### config.mk
export PLATFORM = sky130hd
export DESIGN_NAME = axi_pad_partial_packet_flat
export DESIGN_NICKNAME = d
export VERILOG_FILES = /design/src/rtl/axi_pad_partial_packet_pkg.sv /design/src/rtl/axi_pad_partial_packet_if.sv /design/src/rtl/axi_pad_partial_packet_setting_reg.sv /design/src/rtl/axi_pad_partial_packet.sv /design/src/flat_wrapper.sv
export SDC_FILE = /design/constraint.sdc
export NUM_CORES = 1
export LEC_CHECK = 0
export ABC_AREA = 1
export CORE_MARGIN = 5
export CORE_UTILIZATION = 48
export DETAILED_ROUTE_END_ITERATION = 7
export GPL_ROUTABILITY_DRIVEN = 1
export PLACE_DENSITY = 0.81
export SYNTH_ARGS = -nofsm -noshare
export SYNTH_HDL_FRONTEND = slang
export SYNTH_SLANG_ARGS = --single-unit
### constraint.sdc
create_clock -name clk -period 2.6 [get_ports clk]
set_clock_uncertainty 0.15 [all_clocks]
set_input_delay 0.26 -clock clk [delete_from_list [all_inputs] [get_ports clk]]
set_output_delay 0.26 -clock clk [all_outputs]
set_load 0.01 [all_outputs]
### src/rtl/axi_pad_partial_packet_pkg.sv
// Shared types and sizing helpers for the fixed-length packet padder.
package axi_pad_partial_packet_pkg;

  typedef enum logic [1:0] {
    ST_PASS = 2'd0,
    ST_PAD  = 2'd1,
    ST_DROP = 2'd2
  } state_e;

  localparam int SR_ADDR_W = 8;
  localparam int SR_DATA_W = 32;

  // The word counter must be able to hold MAX_PKT_SIZE itself, not just MAX_PKT_SIZE-1.
  function automatic int cnt_width(input int max_pkt_size);
    return $clog2(max_pkt_size + 1);
  endfunction

endpackage

### src/rtl/axi_pad_partial_packet_if.sv
// Input/output AXI-Stream pair for the packet padder; slave is the block side.
interface axi_pad_partial_packet_if #(
  parameter int WIDTH = 32
);
  logic [WIDTH-1:0] i_tdata;
  logic             i_tlast;
  logic             i_tvalid;
  logic             i_tready;
  logic [WIDTH-1:0] o_tdata;
  logic             o_tlast;
  logic             o_tvalid;
  logic             o_tready;

  modport slave (
    input  i_tdata, i_tlast, i_tvalid,
    output i_tready,
    output o_tdata, o_tlast, o_tvalid,
    input  o_tready
  );

  modport master (
    output i_tdata, i_tlast, i_tvalid,
    input  i_tready,
    input  o_tdata, o_tlast, o_tvalid,
    output o_tready
  );
endinterface

### src/rtl/axi_pad_partial_packet_setting_reg.sv
// Single settings-bus register: captures data_in when strobed at its address.
module setting_reg #(
  parameter int               MY_ADDR  = 0,
  parameter int               AWIDTH   = 8,
  parameter int               WIDTH    = 32,
  parameter logic [WIDTH-1:0] AT_RESET = '0
) (
  input  logic              clk,
  input  logic              rst,
  input  logic              strobe,
  input  logic [AWIDTH-1:0] addr,
  input  logic [WIDTH-1:0]  data_in,
  output logic [WIDTH-1:0]  out
);

  logic [WIDTH-1:0] out_q;
  logic [WIDTH-1:0] out_d;

  always_comb begin
    out_d = out_q;
    if (strobe && (addr == AWIDTH'(MY_ADDR))) begin
      out_d = data_in;
    end
  end

  always_ff @(posedge clk) begin
    if (rst) begin
      out_q <= AT_RESET;
    end else begin
      out_q <= out_d;
    end
  end

  assign out = out_q;

endmodule

### src/rtl/axi_pad_partial_packet.sv
// Forces every output packet to exactly pkt_size words: pads short input packets,
// splits or truncates long ones.
//
// state   | meaning
// ST_PASS | forwarding input words, tracking position inside the output packet
// ST_PAD  | input packet ended early; filling the rest with PAD_VALUE
// ST_DROP | output packet already closed; discarding the rest of a long input packet
module axi_pad_partial_packet
  import axi_pad_partial_packet_pkg::*;
#(
  parameter int               WIDTH            = 32,
  parameter int               MAX_PKT_SIZE     = 1024,
  parameter int               SR_PKT_SIZE_ADDR = 1,
  parameter int               DEFAULT_PKT_SIZE = 1,
  parameter logic [WIDTH-1:0] PAD_VALUE        = '0,
  parameter bit               SPLIT_LONG       = 1'b1
) (
  input  logic                 clk,
  input  logic                 reset_n,
  input  logic                 clear,
  input  logic                 set_stb,
  input  logic [SR_ADDR_W-1:0] set_addr,
  input  logic [SR_DATA_W-1:0] set_data,
  axi_pad_partial_packet_if.slave axis,
  output logic [15:0]          pad_pkt_cnt,
  output logic [15:0]          long_pkt_cnt
);

  localparam int CNT_W = cnt_width(MAX_PKT_SIZE);
  localparam logic [CNT_W-1:0] RST_SIZE = CNT_W'((DEFAULT_PKT_SIZE < 1) ? 1 : DEFAULT_PKT_SIZE);
  localparam logic [CNT_W-1:0] ONE = CNT_W'(1);

  logic [CNT_W-1:0] sr_pkt_size;
  logic             unused_set_data_hi;

  assign unused_set_data_hi = ^set_data[SR_DATA_W-1:CNT_W];

  setting_reg #(
    .MY_ADDR (SR_PKT_SIZE_ADDR),
    .AWIDTH  (SR_ADDR_W),
    .WIDTH   (CNT_W),
    .AT_RESET(RST_SIZE)
  ) u_setting_reg (
    .clk    (clk),
    .rst    (~reset_n),
    .strobe (set_stb),
    .addr   (set_addr),
    .data_in(set_data[CNT_W-1:0]),
    .out    (sr_pkt_size)
  );

  state_e           state_q,     state_d;
  logic [CNT_W-1:0] out_cnt_q,   out_cnt_d;
  logic [CNT_W-1:0] pkt_size_q,  pkt_size_d;
  logic             long_seen_q, long_seen_d;
  logic [15:0]      pad_cnt_q,   pad_cnt_d;
  logic [15:0]      long_cnt_q,  long_cnt_d;
  logic [WIDTH-1:0] o_tdata_q,   o_tdata_d;
  logic             o_tlast_q,   o_tlast_d;
  logic             o_tvalid_q,  o_tvalid_d;

  logic             ld;
  logic             idle;
  logic [CNT_W-1:0] sr_size_nz;
  logic [CNT_W-1:0] pkt_size;
  logic             boundary;
  logic             size_one;
  logic [CNT_W-1:0] out_cnt_next;
  logic             i_tready_c;

  assign ld         = ~o_tvalid_q | axis.o_tready;
  assign idle       = (state_q == ST_PASS) && (out_cnt_q == ONE);
  assign sr_size_nz = (sr_pkt_size == '0) ? ONE : sr_pkt_size;

  // While idle the live setting is used directly, so a packet starting right after a write sees it.
  assign pkt_size     = idle ? sr_size_nz : pkt_size_q;
  assign pkt_size_d   = pkt_size;
  assign boundary     = (out_cnt_q == pkt_size);
  assign size_one     = (pkt_size == ONE);
  assign out_cnt_next = boundary ? ONE : (out_cnt_q + ONE);

  always_comb begin
    state_d     = state_q;
    out_cnt_d   = out_cnt_q;
    long_seen_d = long_seen_q;
    pad_cnt_d   = pad_cnt_q;
    long_cnt_d  = long_cnt_q;
    o_tdata_d   = o_tdata_q;
    o_tlast_d   = o_tlast_q;
    o_tvalid_d  = ld ? 1'b0 : o_tvalid_q;
    i_tready_c  = 1'b0;

    case (state_q)
      ST_PASS: begin
        i_tready_c = ld;
        if (ld && axis.i_tvalid) begin
          o_tdata_d  = axis.i_tdata;
          o_tlast_d  = boundary;
          o_tvalid_d = 1'b1;
          out_cnt_d  = out_cnt_next;
          if (axis.i_tlast) begin
            long_seen_d = 1'b0;
            if (!boundary) begin
              state_d   = ST_PAD;
              pad_cnt_d = pad_cnt_q + 16'd1;
            end
          end else if (boundary && !size_one) begin
            // Count a long input packet once, even if it spans several chunks.
            if (!long_seen_q) begin
              long_cnt_d  = long_cnt_q + 16'd1;
              long_seen_d = 1'b1;
            end
            if (!SPLIT_LONG) begin
              state_d = ST_DROP;
            end
          end
        end
      end
      ST_PAD: begin
        if (ld) begin
          o_tdata_d  = PAD_VALUE;
          o_tlast_d  = boundary;
          o_tvalid_d = 1'b1;
          out_cnt_d  = out_cnt_next;
          if (boundary) begin
            state_d = ST_PASS;
          end
        end
      end
      ST_DROP: begin
        i_tready_c = 1'b1;
        if (axis.i_tvalid && axis.i_tlast) begin
          state_d     = ST_PASS;
          long_seen_d = 1'b0;
        end
      end
      default: begin
        state_d = ST_PASS;
      end
    endcase
  end

  always_ff @(posedge clk) begin
    if (!reset_n || clear) begin
      state_q     <= ST_PASS;
      out_cnt_q   <= ONE;
      long_seen_q <= 1'b0;
      pad_cnt_q   <= '0;
      long_cnt_q  <= '0;
      o_tdata_q   <= '0;
      o_tlast_q   <= 1'b0;
      o_tvalid_q  <= 1'b0;
    end else begin
      state_q     <= state_d;
      out_cnt_q   <= out_cnt_d;
      long_seen_q <= long_seen_d;
      pad_cnt_q   <= pad_cnt_d;
      long_cnt_q  <= long_cnt_d;
      o_tdata_q   <= o_tdata_d;
      o_tlast_q   <= o_tlast_d;
      o_tvalid_q  <= o_tvalid_d;
    end
  end

  // Soft clear leaves the latched size alone; it is re-latched anyway once idle.
  always_ff @(posedge clk) begin
    if (!reset_n) begin
      pkt_size_q <= RST_SIZE;
    end else begin
      pkt_size_q <= pkt_size_d;
    end
  end

  assign axis.i_tready = i_tready_c;
  assign axis.o_tdata  = o_tdata_q;
  assign axis.o_tlast  = o_tlast_q;
  assign axis.o_tvalid = o_tvalid_q;
  assign pad_pkt_cnt   = pad_cnt_q;
  assign long_pkt_cnt  = long_cnt_q;

endmodule

### src/flat_wrapper.sv
// flat-port wrapper written by rule: the top's interface ports become plain ports
module axi_pad_partial_packet_flat import axi_pad_partial_packet_pkg::*;
#(
  parameter int               WIDTH            = 32,
  parameter int               MAX_PKT_SIZE     = 1024,
  parameter int               SR_PKT_SIZE_ADDR = 1,
  parameter int               DEFAULT_PKT_SIZE = 1,
  parameter logic [WIDTH-1:0] PAD_VALUE        = '0,
  parameter bit               SPLIT_LONG       = 1'b1
)
  (clk, reset_n, clear, set_stb, set_addr, set_data, pad_pkt_cnt, long_pkt_cnt, axis_i_tdata, axis_i_tlast, axis_i_tvalid, axis_i_tready, axis_o_tdata, axis_o_tlast, axis_o_tvalid, axis_o_tready);
  axi_pad_partial_packet_if #(.WIDTH(WIDTH)) axis_i ();
  input  logic clk;
  input  logic reset_n;
  input  logic clear;
  input  logic set_stb;
  input  logic [SR_ADDR_W-1:0] set_addr;
  input  logic [SR_DATA_W-1:0] set_data;
  output logic [15:0] pad_pkt_cnt;
  output logic [15:0] long_pkt_cnt;
  input wire logic [$bits(axis_i.i_tdata)-1:0] axis_i_tdata;
  input wire logic [$bits(axis_i.i_tlast)-1:0] axis_i_tlast;
  input wire logic [$bits(axis_i.i_tvalid)-1:0] axis_i_tvalid;
  output wire logic [$bits(axis_i.i_tready)-1:0] axis_i_tready;
  output wire logic [$bits(axis_i.o_tdata)-1:0] axis_o_tdata;
  output wire logic [$bits(axis_i.o_tlast)-1:0] axis_o_tlast;
  output wire logic [$bits(axis_i.o_tvalid)-1:0] axis_o_tvalid;
  input wire logic [$bits(axis_i.o_tready)-1:0] axis_o_tready;
  assign axis_i.i_tdata = axis_i_tdata;
  assign axis_i.i_tlast = axis_i_tlast;
  assign axis_i.i_tvalid = axis_i_tvalid;
  assign axis_i_tready = axis_i.i_tready;
  assign axis_o_tdata = axis_i.o_tdata;
  assign axis_o_tlast = axis_i.o_tlast;
  assign axis_o_tvalid = axis_i.o_tvalid;
  assign axis_i.o_tready = axis_o_tready;
  axi_pad_partial_packet #(.WIDTH(WIDTH), .MAX_PKT_SIZE(MAX_PKT_SIZE), .SR_PKT_SIZE_ADDR(SR_PKT_SIZE_ADDR), .DEFAULT_PKT_SIZE(DEFAULT_PKT_SIZE), .PAD_VALUE(PAD_VALUE), .SPLIT_LONG(SPLIT_LONG)) u_core (.clk(clk), .reset_n(reset_n), .clear(clear), .set_stb(set_stb), .set_addr(set_addr), .set_data(set_data), .axis(axis_i), .pad_pkt_cnt(pad_pkt_cnt), .long_pkt_cnt(long_pkt_cnt));
endmodule
==> impl_summary.md, run 1 <==
Status
The run finished with clean final reports.

Logic synthesis
The synthesized netlist net count is 801. The cell type with the highest aggregate area in the netlist is dfxtp_1. The post-synthesis sequential area ratio is 40.8%. The mean post-synth cell area is between 6 and 7 um2. The Yosys step of the flow raised 0 warnings.

The synthesized design contains 0 enable-type register cells. The area share of the largest cell type after synthesis is 40.8%. Yosys attributes the largest share of cell area to dfxtp_1 41%, nand2_1 15%, a21oi_1 6.5%, inv_1 6.4%, nor2_1 5.8%.

The flop and latch count out of synthesis is 101. The dominant cell by count in the synthesized netlist is nand2_1. The synthesized netlist occupies a cell area of 4950 um2. The commonest cells after synthesis are 194 x nand2_1, 101 x dfxtp_1, 85 x inv_1. The most used flip-flop cell after synthesis is dfxtp_1.

The cell count after synthesis came out at 718. After synthesis, the share of flip-flops with an asynchronous set or reset is 0%. The count of distinct cell types in the synthesized netlist is 36.

Layout
In the final design database the tool counted 939 nets. Excluding fillers, the count of instances in the completed layout stands at 996. After routing the design area is between 6000 and 7000 um2. The share of layout cells above drive strength 1 is 10.7%. The area of the multi-input gates is 2490 um2. Fill cells in the final layout number ~870. The repair_antennas step left the layout with diodes totalling 0. The area growth from synthesis to final layout is 35.1%. Across the whole layout, storage elements account for 2030 um2.

Setup path
The critical path is of the reg2reg type. The register-to-register path setup slack is approximately 0.15 ns. Traced cell by cell, the critical path runs through inv_2, ha_4, nand3_2, nor2_8, buf_4, nand3_1, nand3_1, nand2_1, nor2_2, nand3_2, nor2_4, buf_12, nor2_4, buf_4, nand3_1, nand2_1, a21oi_1. STA classifies the critical path endpoint as a flip-flop. The endpoint identified for the worst register-to-register timing path is u_core.pad_pkt_cnt[13]$_SDFFE_PP0P_. The startpoint identified for the worst register-to-register timing path is u_core.out_cnt_q[1]$_SDFFE_PP0P_. Data on the critical path is required at its endpoint by 2.74 ns. The master of the slowest instance on the critical path is dfxtp_1.

The startpoint type of the worst setup path is a flip-flop. The worst setup path startpoint is u_core.out_cnt_q[1]$_SDFFE_PP0P_. Measured in cells, the most critical reg-to-reg path has a length of 17. The highest fanout seen on the critical path is 13. For this run, the slowest stage of the critical path takes 0.33 ns. In this run the worst setup path terminates at u_core.pad_pkt_cnt[13]$_SDFFE_PP0P_. The most frequent cell on the critical path is nand3_1.

STA puts the critical path data arrival time at 2.59 ns.

Power
Summed over all cells, the static leakage comes to 2.68 nW. The power per standard cell area is 499 nW/um2. Across the VDD grid, the largest voltage drop is 0.000324 V.

Die
The die outline area is roughly 12000 um2. The effective utilization at floorplan is 48.6%. The initialized floorplan defines 37 standard-cell rows. The total area inside the core boundary comes to 10200 um2. The chip width is 112 um. In this run the vertical extent of the chip is roughly 110 um. The I/O pin count is ~150.

Detailed routing
The routed layout has a little over 5k vias. The pre-antenna-repair detailed-routing pass consisted of 5 iterations. The highest layer touched by signal routing is met4. For this run, design rule violations remaining after detail routing come to 0. The met2 wire length is 6410 um. The detail-routed net length per standard cell is 13.4 um. The post-detailed-route via-to-cell ratio is 5.06.

The detailed router finished its first iteration with 277 violations. The met1 wire length is 5540 um. Wires add up to roughly 13000 um. The length of routed met3 wiring is 1170 um. The residual antenna-violating net count after detailed routing is 0.

Timing
In this run the tightest slew margin relative to its limit is between 60 and 70%. The count of final setup violators is 0. Dividing the final minimum period by the clock period gives 94.3%. The maximum clock rate is 408 MHz. The minimum clock period is ~2.5 ns.

For the pin with the worst max-slew slack, the measured transition is 0.536 ns. The final number of hold-violating endpoints is 0. The max-slew violation count came to 0.

Clock tree
The deepest clock path buffer count is 2. TritonCTS built the clock tree. In this run, post-CTS hold repair placed 0 buffers. Counting every sink on the clock net gives 101. The number of clock buffers added by TritonCTS is 9.

The clock latency on the worst-skew pair is ~0.36 ns. The clock-pin transition on the worst setup and hold timing paths is 0.09 ns. Clock tree synthesis selected as its root buffer the cell clkbuf_8. The H-tree was split into 3 levels.

Run
Max-cap violations in this run came to 0.

Global routing
The number of global-route vias before repair came to 4997. The initial antenna violation count is 0. The global-route total usage across every layer is 21.1%. The first global-routing pass estimated 22200 um of wire. Entering global routing, the biggest net connects 37 pins. For this run the aggregate overflow at the end of global routing stands at 0.

Min path
The worst hold path belongs to the class in2reg.

Placed design
The routability congestion estimate is 0.896. The count of buffers from port buffering is about 120. Once placement finished, the instance area stood at 6400 um2.

The sum of net half-perimeters after detailed placement is ~10000 um. The cell count after placement is 974.
-- worst max-delay path: cells and delay by family, from the launching register on --
family | cells | cell delay, ns
simple gates | 11 | 1.09
buf+inv | 4 | 0.54
flops | 1 | 0.33
fa+ha+maj | 1 | 0.15
compound gates | 1 | 0.12
-- layout by cell type, fill, tap and decap left out, types with 13 or more instances in the layout --
master / netlist / routed
a21oi_1: 64 / 63
clkdlybuf4s50_1: 0 / 124
inv_1: 85 / 82
o21ai_0: 17 / 17
dfxtp_1: 101 / 97
nand2_1: 194 / 194
nand4_1: 14 / 14
nand2_2: 13 / 13
nor2_1: 77 / 75
buf_4: 3 / 25
nand3_1: 51 / 51
-- through the flow --
step	utilization [%]	hold WS [ns]	power [W]	TNS (ns)	setup slack (ns)
finish	65.7	0.304	0.00333	0	0.148
global route	65.7	0.290	0.00351	-0.00676	-0.00676
global placement	62.9	0.296	0.00235	0	0.0768
detailed placement	62.9	0.303	0.00236	0	0.00399
CTS	64.6	0.282	0.00332	0	0.0135
floorplan	-	0.240	0.00210	0	0.323
-- report_power, final --
| group | switching (W) | internal (W) |
|---|---|---|
| registers | 0.0000226 | 0.00159 |
| clock network | 0.000524 | 0.000442 |
| logic | 0.000420 | 0.000338 |
-- final cells by class --
| cell class | count | share of cell area (%) |
|---|---|---|
| clock buffer | 11 | 1.96 |
| clock inverter | 4 | 0.730 |
| inverter | 90 | 5.05 |
| timing repair buffer | 152 | 22.1 |
| tap | 136 | 2.54 |
| multi-input combinational | 502 | 37.3 |
| sequential | 101 | 30.3 |
-- registers in the layout (all words and copies together), names as in the netlist --
name	count
u_core.axis.o_tdata	32
u_core.axis.o_tlast	1
u_core.axis.o_tvalid	1
u_core.long_pkt_cnt	16
u_core.long_seen_q	1
u_core.out_cnt_q	11
u_core.pad_pkt_cnt	16
u_core.pkt_size_q	11
u_core.state_q	1
u_core.u_setting_reg.out	11
-- what timing repair did --
action / 4_1_cts / 5_1_grt
endpoints found under the setup margin: 2 / 43
pin swaps: 0 / 7
gates resized for setup: 1 / 13
setup buffers: 0 / 7
-- worst min-delay path by stage --
| stage | cells after the start | start | slack [ns] | end |
|---|---|---|---|---|
| 6_report | 3 | axis_i_tdata[14] | 0.30 | u_core.axis.o_tdata[14]$_SDFFE_PP0P_ |
| 5_1_grt | 3 | axis_i_tdata[11] | 0.29 | u_core.axis.o_tdata[11]$_SDFFE_PP0P_ |
| 4_1_cts | 3 | axis_i_tdata[30] | 0.28 | u_core.axis.o_tdata[30]$_SDFFE_PP0P_ |
| 3_5_place_dp | 2 | u_core.axis.o_tdata[16]$_SDFFE_PP0P_ | 0.30 | u_core.axis.o_tdata[16]$_SDFFE_PP0P_ |
| 3_3_place_gp | 2 | u_core.long_seen_q$_SDFFE_PP0P_ | 0.30 | u_core.long_seen_q$_SDFFE_PP0P_ |
| 2_1_floorplan | 2 | set_data[0] | 0.24 | u_core.u_setting_reg.out[0]$_SDFFE_PN1P_ |
-- kinds of logic after synthesis --
logic type / share of synthesized area, %
and+or+nand+nor: 36.5
buffers and inverters: 9.63
DFF: 40.8
AOI/OAI and AO/OA: 9.93
xor gates and xnor gates: 2.12
adders and majority gates: 1.01
-- routing by layer --
layer | vias to the layer above | global-route usage (%)
li1 | 2556 | -
met1 | 2295 | 24.1
met2 | 165 | 36.5
met3 | 25 | 7.39
met4 | 0 | 7.87
met5 | - | 0
No activity file was read; power rests on OpenSTA's default activity.
==> run 2: changes to the inputs <==
--- a/config.mk
+++ b/config.mk
@@ -7,10 +7,9 @@
 export LEC_CHECK = 0
 export ABC_AREA = 1
 export CORE_MARGIN = 5
-export CORE_UTILIZATION = 48
+export CORE_UTILIZATION = 35
 export DETAILED_ROUTE_END_ITERATION = 7
 export GPL_ROUTABILITY_DRIVEN = 1
-export PLACE_DENSITY = 0.81
 export SYNTH_ARGS = -nofsm -noshare
 export SYNTH_HDL_FRONTEND = slang
 export SYNTH_SLANG_ARGS = --single-unit
==> run 2 against run 1 <==
Routed wire length rose by 1.7%. Die area up 34%. Combinational power up 3.2%. Critical path type unchanged. Largest cell class unchanged. Highest routed layer unchanged.
==> impl_summary.md, run 2 (synthesis results as in run 1) <==
Status
Status: complete, no violations (unchanged).

Global routing
The initial antenna violation count is 0 (unchanged). The global-route total usage across every layer is 16.7% (was 21.1%). The first-pass GRT wire length was 22700 um (was 22200 um). The number of global-route vias before repair is 4809 (was 4997). The pin count of the biggest net entering global routing is 51 (was 37). The residual overflow from global routing is 0 (unchanged).

Timing
The minimum clock period came to 2.41 ns (was 2.45 ns). The worst hold slack is 0.311 ns (was 0.304 ns). The count of final setup violators came to 0 (unchanged). The max-slew violation count was 0 (unchanged). The worst-margin pin slew was 0.543 ns (was 0.536 ns). Setup repair after global routing could not meet its margin everywhere. The final number of hold-violating endpoints is 0 (unchanged).

The total negative slack is 0 ns (unchanged). The final critical-path share of the clock period came to 92.7% (was 94.3%). The maximum clock rate came to 415 MHz (was 408 MHz).

The worst slew slack as a fraction of its limit is 63.8% (was 64.2%).

Placed design
The sum of net half-perimeters after detailed placement is 10100 um (was 9970 um). The cell area after placement was 6480 um2 (was 6400 um2). The count of buffers from port buffering came to 124 (unchanged).

The cell count after placement is 1019 (was 974). The routability congestion estimate is 0.855 (was 0.896).

Power
The maximum vdd ir drop came to 0.000264 V (was 0.000324 V). The power per standard cell area is 544 nW/um2 (was 499 nW/um2). The total leakage power is 2.76 nW (was 2.68 nW).

Clock tree
The number of buffers created by CTS was 9 (unchanged). The H-tree depth is 3 (unchanged). The deepest clock path buffer count is 2 (unchanged). The clock-pin transition on the worst setup and hold timing paths came to 0.07 ns (was 0.09 ns).

The TritonCTS clock tree is yes (unchanged). The clock latency on the worst-skew pair was 0.35 ns (was 0.36 ns). The clock tree root driver cell was clkbuf_16 (was clkbuf_8). The clock sink count is 101 (unchanged).

Setup path
The startpoint type of the worst setup path is a flip-flop (unchanged). The category of the worst setup path capture point is a flip-flop (unchanged). The master of the slowest instance on the critical path was dfxtp_1 (unchanged).

The critical path data arrival time is 2.54 ns (was 2.59 ns). The critical setup path kind is reg2reg (unchanged). Critical path cell sequence: inv_2, ha_4, nand3_4, nor2_8, nand2_8, nand2_2, nand2_2, nand2_1, nand2_1, nor2_2, nand2_2, nor2_4, buf_12, nor2_4, buf_4, nand3_1, nand2_1, a21oi_2 (was inv_2, ha_4, nand3_2, nor2_8, buf_4, nand3_1, nand3_1, nand2_1, nor2_2, nand3_2, nor2_4, buf_12, nor2_4, buf_4, nand3_1, nand2_1, a21oi_1).

The data required time of the critical path was 2.73 ns (was 2.74 ns). The cell type group with the largest total delay on the critical path is simple AND/OR/NAND/NOR gates (unchanged). The critical path buffer and inverter count came to 3 (was 4). The largest stage delay on the critical path came to 0.32 ns (was 0.33 ns).

The highest fanout seen on the critical path is 13 (unchanged).

Layout
Most frequent cells in the layout: 192 x nand2_1, 124 x clkdlybuf4s50_1, 97 x dfxtp_1 (was 194 x nand2_1, 124 x clkdlybuf4s50_1, 97 x dfxtp_1). The count of placed standard cells in the final layout, fillers left out is 1043 (was 996). The area used by sequential logic in the layout is 2030 um2 (unchanged). The area growth from synthesis to final layout is 40.3% (was 35.1%). The number of antenna cells inserted came to 0 (unchanged). The area of the multi-input gates was 2530 um2 (was 2490 um2). The most common library cell in the layout ignoring fill and taps is nand2_1 (unchanged). The share of layout cells above drive strength 1 is 11.9% (was 10.7%). The post-layout utilization of the core is 50.0% (was 65.7%). The area of all placed cells without fillers is 6940 um2 (was 6690 um2). The number of flip-flops under the largest register name is 32 (unchanged). The number of filler cells placed in the layout is 1375 (was 866).

The number of nets in the finished design is 943 (was 939).

Run
The number of maximum-capacitance constraint violations is 0 (unchanged).

Detailed routing
The number of design-rule violations left by the first detailed-router iteration was 256 (was 277). The residual antenna-violating net count after detailed routing is 0 (unchanged). The detail-routed net length per standard cell came to 13.0 um (was 13.4 um). The DRC violations left is 0 (unchanged).

The post-detailed-route via-to-cell ratio is 4.73 (was 5.06). The number of detailed-routing iterations run before antenna repair was 4 (was 5). The final routed wirelength across all metal layers is 13600 um (was 13400 um).

The total via count in the routed design is 4932 (was 5041).

Die
The die outline area is 16600 um2 (was 12400 um2). The I/O pin count is 146 (unchanged). The total number of placement rows is 43 (was 37). The die boundary height was 129 um (was 112 um). The area inside the core boundary is 13900 um2 (was 10200 um2). The effective utilization at floorplan is 35.7% (was 48.6%). The chip width is 129 um (was 112 um).

Min path
The worst hold-check path type is reg2reg (was in2reg).
run 2: final cells by class:
cell class	count	area share [%]
Inverter	90	4.92
Tap cell	180	3.24
Clock inverter	1	0.433
Multi-Input combinational cell	502	36.4
Timing Repair Buffer	156	21.9
Sequential cell	101	29.2
Clock buffer	13	3.89
run 2: worst paths after layout:
| check | startpoint | endpoint | slack [ns] | depth (start not counted) |
|---|---|---|---|---|
| setup reg to reg | u_core.out_cnt_q[1]$_SDFFE_PP0P_ | u_core.pad_pkt_cnt[5]$_SDFFE_PP0P_ | 0.19 | 18 |
| hold / removal | u_core.axis.o_tdata[25]$_SDFFE_PP0P_ | u_core.axis.o_tdata[25]$_SDFFE_PP0P_ | 0.31 | 2 |
| hold reg to reg | u_core.axis.o_tdata[25]$_SDFFE_PP0P_ | u_core.axis.o_tdata[25]$_SDFFE_PP0P_ | 0.31 | 2 |
| setup / recovery | u_core.out_cnt_q[1]$_SDFFE_PP0P_ | u_core.pad_pkt_cnt[5]$_SDFFE_PP0P_ | 0.19 | 18 |
run 2: tightest hold or removal path, cell delays in order, from the launching register on:
cell,delay [ns]
dfxtp_1,0.31
nand2_1,0.06
a21oi_1,0.05
run 2: routing by layer:
metal | global-route usage, % | vias to the layer above | wire (um)
met5 | 0 | - | 0
met4 | 6.30 | 0 | 274
met3 | 6.43 | 25 | 1250
met2 | 26.3 | 134 | 6190
met1 | 20.7 | 2204 | 5880
li1 | - | 2569 | -
run 2: timing repair:
item                                    CTS  global route
pin swaps                                 0             8
resized for setup                         1            22
buffers inserted                          0            10
endpoints found under the setup margin   13            43
hold buffers                              0             0
run 2: power by group:
part | total (W) | switching, W | internal (W)
logic | 0.000783 | 0.000430 | 0.000353
clock network | 0.00138 | 0.000565 | 0.000815
registers | 0.00161 | 0.0000235 | 0.00159
total | 0.00377 | 0.00102 | 0.00276
run 2: stage by stage:
stage	worst slack, ns	power, W
after floorplan	0.323	0.00210
after global placement	0.0498	0.00236
after detailed placement	-0.00841	0.00237
after CTS	0.00731	0.00376
after global routing	-0.0366	0.00397
final	0.189	0.00377
